$ cat src/rtl/spi_pkg.sv
// Shared constants, FSM encoding and latched transfer configuration for the SPI master.
package spi_pkg;

  localparam int unsigned SPI_BITS  = 8;
  localparam int unsigned CNT_W     = 8;
  localparam int unsigned EDGE_W    = 5;
  localparam int unsigned NUM_EDGES = 2 * SPI_BITS;

  localparam logic [1:0] ST_IDLE  = 2'd0;
  localparam logic [1:0] ST_SETUP = 2'd1;
  localparam logic [1:0] ST_XFER  = 2'd2;
  localparam logic [1:0] ST_HOLD  = 2'd3;

  typedef struct packed {
    logic cpol;
    logic cpha;
  } spi_cfg_t;

endpackage

$ cat src/rtl/spi_sclk_gen.sv
// SCLK generator: half-period counter, edge counter, sclk register and one-cycle edge strobes.
module spi_sclk_gen
  import spi_pkg::*;
#(
  parameter int unsigned CLK_DIV = 2
) (
  input  logic              clk,
  input  logic              rst,
  input  logic              start,
  input  logic              cpol,
  output logic              sclk,
  output logic              leading_edge,
  output logic              trailing_edge,
  output logic              hold_done,
  output logic [EDGE_W-1:0] edge_cnt
);

  localparam logic [CNT_W-1:0]  DIV_LAST  = CNT_W'(CLK_DIV - 1);
  localparam logic [EDGE_W-1:0] EDGE_LAST = EDGE_W'(NUM_EDGES);

  logic              run_q, run_d;
  logic [CNT_W-1:0]  cnt_q, cnt_d;
  logic [EDGE_W-1:0] edge_q, edge_d;
  logic              sclk_q, sclk_d;
  logic              lead_q, lead_d;
  logic              trail_q, trail_d;
  logic              done_q, done_d;
  logic              strobe_d;

  // Strobes are computed from next-state counters so they are high in the
  // same cycle the sclk register is about to toggle.
  always_comb begin
    run_d    = run_q;
    cnt_d    = cnt_q;
    edge_d   = edge_q;
    sclk_d   = sclk_q;
    if (start) begin
      run_d  = 1'b1;
      cnt_d  = '0;
      edge_d = '0;
      sclk_d = cpol;
    end else if (!run_q) begin
      cnt_d  = '0;
      edge_d = '0;
      sclk_d = cpol;
    end else if (cnt_q == DIV_LAST) begin
      cnt_d = '0;
      if (edge_q == EDGE_LAST) begin
        run_d  = 1'b0;
        edge_d = '0;
        sclk_d = cpol;
      end else begin
        edge_d = edge_q + EDGE_W'(1);
        sclk_d = ~sclk_q;
      end
    end else begin
      cnt_d = cnt_q + CNT_W'(1);
    end
    strobe_d = run_d && (cnt_d == DIV_LAST);
    lead_d   = strobe_d && (edge_d != EDGE_LAST) && !edge_d[0];
    trail_d  = strobe_d && edge_d[0];
    done_d   = strobe_d && (edge_d == EDGE_LAST);
  end

  always_ff @(posedge clk) begin
    if (rst) begin
      run_q   <= 1'b0;
      cnt_q   <= '0;
      edge_q  <= '0;
      sclk_q  <= 1'b0;
      lead_q  <= 1'b0;
      trail_q <= 1'b0;
      done_q  <= 1'b0;
    end else begin
      run_q   <= run_d;
      cnt_q   <= cnt_d;
      edge_q  <= edge_d;
      sclk_q  <= sclk_d;
      lead_q  <= lead_d;
      trail_q <= trail_d;
      done_q  <= done_d;
    end
  end

  assign sclk          = sclk_q;
  assign leading_edge  = lead_q;
  assign trailing_edge = trail_q;
  assign hold_done     = done_q;
  assign edge_cnt      = edge_q;

endmodule

$ cat src/rtl/spi_master.sv
// Single-byte SPI master, modes 0-3, MSB first; CPOL/CPHA latched per transfer.
module spi_master
  import spi_pkg::*;
#(
  parameter int unsigned CLK_DIV = 2
) (
  input  logic                clk,
  input  logic                rst,
  input  logic                CPOL,
  input  logic                CPHA,
  input  logic                tx_dp,
  input  logic [SPI_BITS-1:0] Tx_byte,
  input  logic                MISO,
  output logic                sclk,
  output logic                MOSI,
  output logic                CS,
  output logic [SPI_BITS-1:0] Rx_byte,
  output logic                busy,
  output logic                master_done
);

  logic [1:0]          state_q, state_d;
  spi_cfg_t            cfg_q, cfg_d;
  logic [SPI_BITS-1:0] tx_sh_q, tx_sh_d;
  logic [SPI_BITS-1:0] rx_sh_q, rx_sh_d;
  logic [SPI_BITS-1:0] rx_byte_q, rx_byte_d;
  logic                mosi_q, mosi_d;
  logic                cs_q, cs_d;
  logic                busy_q, busy_d;
  logic                done_q, done_d;

  logic                accept_c;
  logic                gen_cpol_c;
  logic                sample_c;
  logic                shift_c;
  logic                leading_edge;
  logic                trailing_edge;
  logic                hold_done;
  logic [EDGE_W-1:0]   edge_cnt;

  // A start in the master_done cycle is dropped so CS always sees a high gap.
  assign accept_c   = (state_q == ST_IDLE) && tx_dp && !done_q;
  assign gen_cpol_c = (state_q == ST_IDLE) ? CPOL : cfg_q.cpol;

  spi_sclk_gen #(
    .CLK_DIV(CLK_DIV)
  ) u_sclk_gen (
    .clk          (clk),
    .rst          (rst),
    .start        (accept_c),
    .cpol         (gen_cpol_c),
    .sclk         (sclk),
    .leading_edge (leading_edge),
    .trailing_edge(trailing_edge),
    .hold_done    (hold_done),
    .edge_cnt     (edge_cnt)
  );

  // edge_cnt holds k-1 while the strobe for edge k is high.
  assign sample_c = cfg_q.cpha ? trailing_edge : leading_edge;
  assign shift_c  = cfg_q.cpha ? leading_edge
                               : (trailing_edge && (edge_cnt < EDGE_W'(NUM_EDGES - 2)));

  always_comb begin
    state_d   = state_q;
    cfg_d     = cfg_q;
    tx_sh_d   = tx_sh_q;
    rx_sh_d   = rx_sh_q;
    rx_byte_d = rx_byte_q;
    mosi_d    = mosi_q;
    cs_d      = cs_q;
    busy_d    = busy_q;
    done_d    = 1'b0;

    if (sample_c) begin
      rx_sh_d = {rx_sh_q[SPI_BITS-2:0], MISO};
    end
    if (shift_c) begin
      mosi_d  = tx_sh_q[SPI_BITS-1];
      tx_sh_d = {tx_sh_q[SPI_BITS-2:0], 1'b0};
    end

    case (state_q)
      ST_IDLE: begin
        cs_d   = 1'b1;
        mosi_d = 1'b0;
        busy_d = 1'b0;
        if (accept_c) begin
          state_d    = ST_SETUP;
          cfg_d.cpol = CPOL;
          cfg_d.cpha = CPHA;
          cs_d       = 1'b0;
          busy_d     = 1'b1;
          rx_sh_d    = '0;
          if (CPHA) begin
            tx_sh_d = Tx_byte;
          end else begin
            mosi_d  = Tx_byte[SPI_BITS-1];
            tx_sh_d = {Tx_byte[SPI_BITS-2:0], 1'b0};
          end
        end
      end
      ST_SETUP: begin
        if (leading_edge) begin
          state_d = ST_XFER;
        end
      end
      ST_XFER: begin
        if (trailing_edge && (edge_cnt == EDGE_W'(NUM_EDGES - 1))) begin
          state_d = ST_HOLD;
        end
      end
      ST_HOLD: begin
        if (hold_done) begin
          state_d   = ST_IDLE;
          cs_d      = 1'b1;
          mosi_d    = 1'b0;
          busy_d    = 1'b0;
          done_d    = 1'b1;
          rx_byte_d = rx_sh_q;
        end
      end
      default: begin
        state_d = ST_IDLE;
      end
    endcase
  end

  always_ff @(posedge clk) begin
    if (rst) begin
      state_q   <= ST_IDLE;
      cfg_q     <= '0;
      tx_sh_q   <= '0;
      rx_sh_q   <= '0;
      rx_byte_q <= '0;
      mosi_q    <= 1'b0;
      cs_q      <= 1'b1;
      busy_q    <= 1'b0;
      done_q    <= 1'b0;
    end else begin
      state_q   <= state_d;
      cfg_q     <= cfg_d;
      tx_sh_q   <= tx_sh_d;
      rx_sh_q   <= rx_sh_d;
      rx_byte_q <= rx_byte_d;
      mosi_q    <= mosi_d;
      cs_q      <= cs_d;
      busy_q    <= busy_d;
      done_q    <= done_d;
    end
  end

  assign MOSI        = mosi_q;
  assign CS          = cs_q;
  assign Rx_byte     = rx_byte_q;
  assign busy        = busy_q;
  assign master_done = done_q;

endmodule

$ cat config.mk
export PLATFORM = sky130hd
export DESIGN_NAME = spi_master
export DESIGN_NICKNAME = d
export VERILOG_FILES = /design/src/rtl/spi_pkg.sv /design/src/rtl/spi_sclk_gen.sv /design/src/rtl/spi_master.sv
export SDC_FILE = /design/constraint.sdc
export NUM_CORES = 1
export LEC_CHECK = 0
export CORE_ASPECT_RATIO = 1.25
export CORE_MARGIN = 1.5
export CORE_UTILIZATION = 50
export CTS_CLUSTER_DIAMETER = 100
export DETAILED_ROUTE_END_ITERATION = 12
export PLACE_DENSITY = 0.87
export SYNTH_ARGS = -nofsm -noshare
export SYNTH_HDL_FRONTEND = slang
export SYNTH_SLANG_ARGS = --single-unit
export TNS_END_PERCENT = 30
$ cat constraint.sdc
create_clock -name clk -period 2.2 [get_ports clk]
set_input_delay 0.44 -clock clk [delete_from_list [all_inputs] [get_ports clk]]
set_output_delay 0.44 -clock clk [all_outputs]
set_load 0.1 [all_outputs]
==> results.md, run 1 <==
• **status** finished, final reports clean
• **prevailing post-synth register cell** sky130_fd_sc_hd__dfxtp_1
• **routability cong.** 0.970
• **number of fill cells** 379
• **top cell type's share of synthesized area** 43.7%
• **syn nets** 277
• **number of violations of the max-capacitance limit** 0
• **number of H-tree levels** 2
• **Synth Area in Compound Gates** 11.5%
• **total of endpoints with negative setup slack in the final report** 0
• **remaining global-route overflow** 0
• **Layout Area Growth over Synthesis** 20.1%
• **worst-case vdd ir drop** 0.417 mV
• **Yosys reg bits** 50
• **Ant. Diodes** 0
• **top cell type by total area after synthesis** sky130_fd_sc_hd__dfxtp_1
• **wire length reported by the detailed router** 4.84 mm
• **synthesized area** 0.00229 mm2
• **kind of start point of the critical path** register
• **final critical-path required period** 2130 ps
• **Static Leak** 1.06 nW
• **Critical Path AT** 2340 ps
• **Worst Path Class, Setup** reg -> reg
• **maximum number of pins on one net before global-route repair** 30
• **maximum buffer depth of the clock tree** 2
• **biggest area contributors in the synthesized netlist** sky130_fd_sc_hd__dfxtp_1 (44%), sky130_fd_sc_hd__mux2i_1 (9.6%), sky130_fd_sc_hd__nor2_1 (5.7%)
• **total clock buffers created by CTS** 5
• **average wire per standard cell** 14.0 um
• **EDFF count, synth** 0
• **fraction of layout instances using a drive strength above 1** 14.2%
• **adder and majority gate portion of the synthesized area** 5.46%
• **post-synthesis simple-gate area fraction** 23.3%
• **placed cell count** 337
• **DR vias/cell** 5.47
• **initial core utilization** 52.2%
• **aggregate negative setup slack** 0 ps
• **via count** 1894
• **Cell Rows** 27
• **TritonCTS clock tree** done
• **non-filler instance count after layout** 346
• **Remaining DRCs** 0
• **detailed-placement wirelength estimate** 3.39 mm
• **proportion of synthesized flip-flops having asynchronous set or reset** 0%
• **Synth Area in XOR/XNOR** 1.91%
• **Root Buffer Master** sky130_fd_sc_hd__clkbuf_8
• **PwrDens** 885 mW/mm2
• **via count of the first global-routing pass** 1765
• **number of nets at the end of the flow** 311
• **critical path required time** 2410 ps
• **Worst Max-Slew Pin Slew** 556 ps
• **final count of pins violating max slew** 0
• **largest clock skew in the final design** 8.26 ps
• **IO Count** 27
• **distinct cell type count after synthesis** 38
• **GRT Util Overall** 20.0%
• **dominant combinational cell family by area after synthesis** simple AND/OR/NAND/NOR gates
• **share of the cycle needed by the critical path after routing** 96.8%
• **Critical Path End Type** register
• **Avg Cell Area, Syn** 9.06 um2
• **Tightest Hold Check Type** reg -> reg
• **Synth warnings** 0
• **fin util** 62.7%
• **highest clock frequency the design can meet** 469 MHz
• **clock sinks** 50
• **Max FO, Critical Path** 5
• **Post-Syn Instances** 253
• **post-synthesis sequential area ratio** 43.7%
• **first-pass GRT wire length** 7.95 mm
• **CTS clock-pin slew for the worst setup and hold paths** 90 ps
• **die width** 63.6 um
• **later-pin clock latency in the skew report** 310 ps
• **Port Buffer Count** 26
• **hold violation count in the final report** 0
• **total of hold buffers inserted after clock tree synthesis** 0
• **multiplexer share of the synthesized area** 11.2%
• **initial antenna violation count** 0
• **Final ANT Viol Nets** 0
• **die area** 0.00500 mm2
• **First-pass DRT Iterations** 4
• **core outline area** 0.00439 mm2
• **DR iter-0 viols** 83
• **headroom to the max-slew limit** 62.8%
• **die extent in y** 78.7 um
-- layout make-up --
cell class                      count  area (um2)  area share (%)
Clock inverter                      2        12.5           0.455
Tap cell                           58        72.6            2.64
Inverter                            8        30.0            1.09
Timing Repair Buffer               37         310            11.3
Clock buffer                        6        82.6            3.00
Sequential cell                    50        1000            36.4
Multi-Input combinational cell    185        1240            45.1
-- cells in the final DEF, fill, tap and decap left out, types with 9 or more instances in the layout --
cell                              Yosys  layout
sky130_fd_sc_hd__nand2_1             17      17
sky130_fd_sc_hd__nor2_1              35      35
sky130_fd_sc_hd__buf_4                0      24
sky130_fd_sc_hd__a21oi_1             14      14
sky130_fd_sc_hd__nand3_1             15      15
sky130_fd_sc_hd__a211oi_1            15      15
sky130_fd_sc_hd__dfxtp_1             50      49
sky130_fd_sc_hd__mux2i_1             22      22
sky130_fd_sc_hd__nor2b_1             10      10
sky130_fd_sc_hd__ha_1                10       9
sky130_fd_sc_hd__clkdlybuf4s50_1      0      13
-- routing by layer --
metal / track usage [%] / wire (um)
met1: 24.9 / 2220
met2: 33.2 / 2310
met3: 4.53 / 220
met4: 8.70 / 88
met5: 0 / 0
-- stage by stage --
step	setup WS (ps)	hold slack, ps	power (mW)	cell area (um2)
finish	69.6	461	2.44	2750
detailed placement	41.1	450	1.88	2630
floorplan	129	443	1.68	2290
global route	-2.09	480	2.56	2750
global placement	95.3	447	1.86	2630
CTS	30.6	463	2.44	2730
-- final timing paths --
check	startpoint	endpoint	slack, ps	cells after the start
max	u_sclk_gen.edge_cnt[1]	u_sclk_gen.leading_edge	70	8
min	Rx_byte[2]	Rx_byte[2]	460	2
max reg2reg	u_sclk_gen.edge_cnt[1]	u_sclk_gen.leading_edge	70	8
min reg2reg	Rx_byte[2]	Rx_byte[2]	460	2
-- cells in the mapped netlist, types with 2 or more instances --
cell type,number
sky130_fd_sc_hd__a211oi_1,15
sky130_fd_sc_hd__a21oi_1,14
sky130_fd_sc_hd__and3_1,3
sky130_fd_sc_hd__clkbuf_1,9
sky130_fd_sc_hd__dfxtp_1,50
sky130_fd_sc_hd__ha_1,10
sky130_fd_sc_hd__inv_1,8
sky130_fd_sc_hd__mux2_2,2
sky130_fd_sc_hd__mux2i_1,22
sky130_fd_sc_hd__nand2_1,17
sky130_fd_sc_hd__nand2b_1,4
sky130_fd_sc_hd__nand3_1,15
sky130_fd_sc_hd__nand3b_1,2
sky130_fd_sc_hd__nand4_1,4
sky130_fd_sc_hd__nor2_1,35
sky130_fd_sc_hd__nor2b_1,10
sky130_fd_sc_hd__nor3_1,4
sky130_fd_sc_hd__o21ai_0,5
sky130_fd_sc_hd__or3_1,2
sky130_fd_sc_hd__xnor2_1,3
sky130_fd_sc_hd__xor2_1,2
-- flip-flops by register name (all words and copies together), names as in the netlist, 2 cells and up --
name and flops:
u_sclk_gen.cnt_q 8, cfg_q 2, Rx_byte 8, tx_sh_q 8, state_q 2, u_sclk_gen.edge_cnt 5
rx_sh_q 8
-- timing repair --
action | CTS | global route
resized for setup | 0 | 3
setup endpoints to repair | 0 | 1
setup buffers | 0 | 1
-- logic make-up after synthesis --
kind of cell / count (synthesis)
buffers and inverters: 18
AND/OR/NAND/NOR: 104
flip-flops: 50
adder cells (fa/ha/maj): 10
multiplexers: 25
XOR/XNOR: 5
AO/OA/AOI/OAI: 41
-- power breakdown --
group,internal (mW),leakage [nW],switching (mW),total (mW)
clock,0.253,0.0472,0.307,0.560
sequential,1.00,0.407,0.0687,1.07
combinational,0.298,0.606,0.506,0.805
-- worst max-delay path: stages (launching register included) --
cell,delay [ps]
sky130_fd_sc_hd__dfxtp_2,330
sky130_fd_sc_hd__buf_4,140
sky130_fd_sc_hd__inv_1,50
sky130_fd_sc_hd__ha_1,150
sky130_fd_sc_hd__and4bb_2,310
sky130_fd_sc_hd__nor2_1,50
sky130_fd_sc_hd__mux2_4,270
sky130_fd_sc_hd__or4_4,530
sky130_fd_sc_hd__and3b_1,200
Power figures use the tool's default switching activity.
==> run 2, diff against run 1 <==
--- a/config.mk
+++ b/config.mk
@@ -11,7 +11,8 @@
 export CTS_CLUSTER_DIAMETER = 100
 export DETAILED_ROUTE_END_ITERATION = 12
 export PLACE_DENSITY = 0.87
+export REMOVE_ABC_BUFFERS = 1
 export SYNTH_ARGS = -nofsm -noshare
 export SYNTH_HDL_FRONTEND = slang
 export SYNTH_SLANG_ARGS = --single-unit
-export TNS_END_PERCENT = 30
+export TNS_END_PERCENT = 5
==> run 2 against run 1 <==
Effect of this change:
- largest cell class unchanged
- clock skew fell by 0.58 ps
- clock power increased by 15%
- core utilization is 0.14 points higher
- global-route usage up 0.74 points
- via count increased by 2.9%
- critical path type unchanged
- non-clock buffer count decreased by 1
- largest power group unchanged
- die area did not move
- wire length grew 1.7%
- first-iteration DRC count increased by 60%
- highest routed layer unchanged
==> results.md, run 2 (same netlist as run 1, synthesis figures left out) <==
• **status** finished, final reports clean
• **Final ANT Viol Nets** 0
• **Worst Max-Slew Pin Slew** 543 ps
• **first-pass GRT wire length** 8.25 mm
• **share of the cycle needed by the critical path after routing** 97.2%
• **unrepaired setup endpoints after global routing** no
• **clock sinks** 50
• **First-pass DRT Iterations** 5
• **Crit path largest cell delay** 520 ps
• **core outline area** 0.00439 mm2
• **DR iter-0 viols** 133
• **Worst Path Class, Setup** reg -> reg
• **number of fill cells** 370
• **Layout Area Growth over Synthesis** 20.4%
• **GRT Util Overall** 20.8%
• **kind of start point of the critical path** register
• **critical path required time** 2410 ps
• **Cell Rows** 27
• **final critical-path required period** 2140 ps
• **Tightest Hold Check Type** reg -> reg
• **detailed-placement wirelength estimate** 3.42 mm
• **initial antenna violation count** 0
• **later-pin clock latency in the skew report** 300 ps
• **total of endpoints with negative setup slack in the final report** 0
• **Ant. Diodes** 0
• **maximum number of pins on one net before global-route repair** 30
• **slowest cell on the critical path** sky130_fd_sc_hd__or4_4
• **aggregate negative setup slack** 0 ps
• **Remaining DRCs** 0
• **DR vias/cell** 5.65
• **leading cell types in the layout, fill and taps excluded** sky130_fd_sc_hd__dfxtp_1 (50), sky130_fd_sc_hd__nor2_1 (35), sky130_fd_sc_hd__buf_4 (23)
• **TritonCTS clock tree** done
• **cell type with the highest occurrence count on the critical path** sky130_fd_sc_hd__ha_1
• **die width** 63.6 um
• **wire length reported by the detailed router** 4.92 mm
• **fraction of layout instances using a drive strength above 1** 13.6%
• **via count of the first global-routing pass** 1861
• **die area** 0.00500 mm2
• **internal power consumption** 1.62 mW
• **Port Buffer Count** 26
• **headroom to the max-slew limit** 63.7%
• **Static Leak** 1.06 nW
• **number of nets at the end of the flow** 310
• **routability cong.** 0.872
• **maximum buffer depth of the clock tree** 2
• **PwrDens** 912 mW/mm2
• **clock network fraction of design power** 25.6%
• **ordered cell list for the critical path** ha_1, and3_1, ha_1, nor4_2, mux2i_1, or4_4, and3b_1
• **CTS clock-pin slew for the worst setup and hold paths** 90 ps
• **die extent in y** 78.7 um
• **power spent charging and discharging nets** 892 uW
• **number of H-tree levels** 2
• **IO Count** 27
• **number of violations of the max-capacitance limit** 0
• **highest clock frequency the design can meet** 468 MHz
• **Root Buffer Master** sky130_fd_sc_hd__clkbuf_8
• **final count of pins violating max slew** 0
• **Max FO, Critical Path** 2
• **total clock buffers created by CTS** 5
• **Critical Path AT** 2340 ps
• **Gate power share** 31.7%
• **initial core utilization** 52.2%
• **most frequent standard cell in the layout excluding fill and tap cells** sky130_fd_sc_hd__dfxtp_1
• **average wire per standard cell** 14.3 um
• **switch share** 35.4%
• **Sequential Power Share** 42.7%
• **hold violation count in the final report** 0
• **worst-case vdd ir drop** 0.517 mV
• **largest clock skew in the final design** 7.67 ps
• **via count** 1949
• **remaining global-route overflow** 0
• **Critical Path End Type** register
• **Worst Hold Slack** 464 ps
-- run 2: cell types whose count changed in the layout (fill, tap and decap cells not counted) --
cell,previous run,this run
sky130_fd_sc_hd__inv_2,0,1
sky130_fd_sc_hd__inv_1,8,7
sky130_fd_sc_hd__clkbuf_1,0,1
sky130_fd_sc_hd__clkbuf_8,6,5
sky130_fd_sc_hd__bufinv_16,0,1
sky130_fd_sc_hd__buf_4,24,23
sky130_fd_sc_hd__dfxtp_2,1,0
sky130_fd_sc_hd__dfxtp_1,49,50
sky130_fd_sc_hd__clkinv_2,1,0
-- run 2: area by class of cell --
cell class | instances | area (um2) | area share [%]
Timing Repair Buffer | 36 | 303 | 11.0
Multi-Input combinational cell | 185 | 1240 | 45.0
Clock inverter | 2 | 37.5 | 1.36
Clock buffer | 6 | 72.6 | 2.63
Inverter | 8 | 30.0 | 1.09
Tap cell | 58 | 72.6 | 2.63
Sequential cell | 50 | 1000 | 36.3
-- run 2: worst max-delay path: cells and delay by family (launching register included) --
family                   cells  cell delay (ps)
adder cells (fa/ha/maj)      2              500
multiplexers                 1              100
flip-flops                   1              320
AND/OR/NAND/NOR              4             1120
-- run 2: final timing paths --
kind / slack [ps] / startpoint / depth (start not counted) / end
max: 60 / u_sclk_gen.edge_cnt[0] / 7 / u_sclk_gen.leading_edge
min: 460 / Rx_byte[5] / 2 / Rx_byte[5]
max reg2reg: 60 / u_sclk_gen.edge_cnt[0] / 7 / u_sclk_gen.leading_edge
min reg2reg: 460 / Rx_byte[5] / 2 / Rx_byte[5]
-- run 2: repair_timing --
action / CTS / global route
setup endpoints to repair: 1 / 1
setup buffers: 1 / 1
gates resized for setup: 0 / 4
pin swaps: 0 / 1
hold buffers: 0 / 0
gates cloned: 0 / 0
-- run 2: power by group through the flow --
stage	registers [mW]	clock network, mW	logic (mW)
after floorplan	1.24	0	0.416
after global placement	1.09	0	0.755
after detailed placement	1.09	0	0.776
after CTS	1.07	0.655	0.789
after global routing	1.09	0.687	0.867
final	1.07	0.645	0.797
-- run 2: layer usage --
| metal | up-vias | routed length, um | global-route usage, % |
|---|---|---|---|
| li1 | 959 | - | - |
| met1 | 928 | 2060 | 23.9 |
| met2 | 52 | 2550 | 37.5 |
| met4 | 0 | 100 | 7.83 |
| met5 | - | 0 | 0 |
| met3 | 10 | 208 | 4.39 |
-- run 2: per-stage QoR --
step | total power [mW] | cell area, um2 | utilization, % | worst slack [ps] | instances
3_5_place_dp | 1.87 | 2620 | 59.5 | 62.9 | 335
3_3_place_gp | 1.84 | 2620 | 59.5 | 122 | 335
2_1_floorplan | 1.66 | 2250 | - | -276 | 243
5_1_grt | 2.64 | 2760 | 62.8 | 8.30 | 345
4_1_cts | 2.52 | 2730 | 62.2 | 16.1 | 344
6_report | 2.52 | 2760 | 62.8 | 62.3 | 345
==> run 3, diff against run 2 <==
--- a/config.mk
+++ b/config.mk
@@ -10,7 +10,8 @@
 export CORE_UTILIZATION = 50
 export CTS_CLUSTER_DIAMETER = 100
 export DETAILED_ROUTE_END_ITERATION = 12
-export PLACE_DENSITY = 0.87
+export HOLD_SLACK_MARGIN = 0.08
+export PLACE_DENSITY = 0.74
 export REMOVE_ABC_BUFFERS = 1
 export SYNTH_ARGS = -nofsm -noshare
 export SYNTH_HDL_FRONTEND = slang
==> run 3 against run 2 <==
Effect of this change:
- critical path depth rose by 1
- setup slack improved by 4.7 ps
- non-clock buffer count fell by 1
- final area fell by 0.68%
- clock power fell by 16%
- first-iteration DRC count fell by 19%
- cell count fell by 0.29%
- via count fell by 6.9%
- worst hold slack got worse by 2.3 ps
- wire length fell by 11%
- clock skew rose by 0.71 ps
- core utilization fell by 0.43 points
==> results.md, run 3 (same netlist as run 1, synthesis figures left out) <==
• **status** finished, final reports clean
• **DR iter-0 viols** 108
• **IO Count** 27
• **hold violation count in the final report** 0
• **die area** 0.00500 mm2
• **Post-Layout Inst Area** 0.00274 mm2
• **number of nets at the end of the flow** 309
• **highest clock frequency the design can meet** 469 MHz
• **share of the cycle needed by the critical path after routing** 97.0%
• **Tightest Hold Check Type** reg -> reg
• **kind of start point of the critical path** register
• **total of endpoints with negative setup slack in the final report** 0
• **Critical Path End Type** register
• **Final ANT Viol Nets** 0
• **DR vias/cell** 5.28
• **via count of the first global-routing pass** 1699
• **Static Leak** 1.05 nW
• **initial antenna violation count** 0
• **hold path startpoint** Rx_byte[7]
• **Critical Path AT** 2340 ps
• **Layout Area Growth over Synthesis** 19.5%
• **later-pin clock latency in the skew report** 310 ps
• **clock sinks** 50
• **total clock buffers created by CTS** 5
• **TritonCTS clock tree** done
• **final total power** 2.38 mW
• **fin util** 62.4%
• **total of hold buffers inserted after clock tree synthesis** 0
• **leading cell types in the layout, fill and taps excluded** sky130_fd_sc_hd__dfxtp_1 (48), sky130_fd_sc_hd__nor2_1 (35), sky130_fd_sc_hd__mux2i_1 (22)
• **remaining global-route overflow** 0
• **maximum buffer depth of the clock tree** 2
• **die extent in y** 78.7 um
• **first-pass GRT wire length** 7.43 mm
• **placed cell count** 335
• **initial core utilization** 52.2%
• **fraction of layout instances using a drive strength above 1** 14.7%
• **headroom to the max-slew limit** 63.1%
• **Port Buffer Count** 26
• **core outline area** 0.00439 mm2
• **CTS clock-pin slew for the worst setup and hold paths** 90 ps
• **first element of the critical path** u_sclk_gen.edge_cnt[1]
• **First-pass DRT Iterations** 4
• **area of placed instances** 0.00262 mm2
• **final critical-path required period** 2130 ps
• **aggregate negative setup slack** 0 ps
• **critical path required time** 2410 ps
• **number of violations of the max-capacitance limit** 0
• **worst path setup slack after routing** 67.1 ps
• **most frequent standard cell in the layout excluding fill and tap cells** sky130_fd_sc_hd__dfxtp_1
• **Remaining DRCs** 0
• **maximum number of pins on one net before global-route repair** 30
• **worst-case vdd ir drop** 0.511 mV
• **number of H-tree levels** 2
• **worst reg2reg path startpoint** u_sclk_gen.edge_cnt[1]
• **final count of pins violating max slew** 0
• **largest clock skew in the final design** 8.39 ps
• **average wire per standard cell** 12.7 um
• **Max FO, Critical Path** 5
• **Root Buffer Master** sky130_fd_sc_hd__clkbuf_8
• **non-filler instance count after layout** 344
• **die width** 63.6 um
• **post-placement setup slack** 90.6 ps
• **Worst Max-Slew Pin Slew** 552 ps
• **via count** 1815
• **PwrDens** 869 mW/mm2
• **GRT Util Overall** 18.6%
• **routability cong.** 0.806
• **Ant. Diodes** 0
• **Cell Rows** 27
• **detailed-placement wirelength estimate** 3.09 mm
• **Worst Path Class, Setup** reg -> reg
• **Worst Hold Slack** 461 ps
• **wire length reported by the detailed router** 4.37 mm
run 3: timing repair:
| action | in CTS | in global routing |
|---|---|---|
| gates resized for setup | 0 | 7 |
| setup endpoints to repair | 0 | 2 |
| buffers inserted | 0 | 1 |
run 3: worst max-delay path, cell delays in order (launching register included):
cell,delay (ps)
sky130_fd_sc_hd__dfxtp_2,330
sky130_fd_sc_hd__buf_4,140
sky130_fd_sc_hd__inv_1,60
sky130_fd_sc_hd__ha_2,160
sky130_fd_sc_hd__and4bb_2,300
sky130_fd_sc_hd__nor2_1,60
sky130_fd_sc_hd__mux2_4,270
sky130_fd_sc_hd__or4_4,530
sky130_fd_sc_hd__and3b_1,180
run 3: routing by layer:
layer  GRT usage [%]  wire [um]  vias to the layer above
li1                -          -                      953
met1            22.5       2080                      825
met2            30.7       2100                       33
met3            4.53        143                        4
met4            9.13         46                        0
met5               0          0                        -
run 3: final cells by class:
cell class              instances  area (um2)
fillers                       375        1650
multi-input cells             185        1240
flip-flops and latches         50        1000
repair buffers                 35         299
well taps                      58        72.6
clock buffers                   5        68.8
inverters                       8        30.0
clock inverters                 3        21.3
run 3: final timing paths:
| kind | to | slack [ps] | cells after the start |
|---|---|---|---|
| worst min-delay path | Rx_byte[7] | 460 | 2 |
| worst max-delay path | u_sclk_gen.leading_edge | 70 | 8 |
| worst min register to register | Rx_byte[7] | 460 | 2 |
| worst max register to register | u_sclk_gen.leading_edge | 70 | 8 |
run 3: power breakdown:
part | internal (mW) | switching (mW)
Clock | 0.224 | 0.318
Sequential | 1.00 | 0.0698
Combinational | 0.280 | 0.486
Total | 1.51 | 0.874
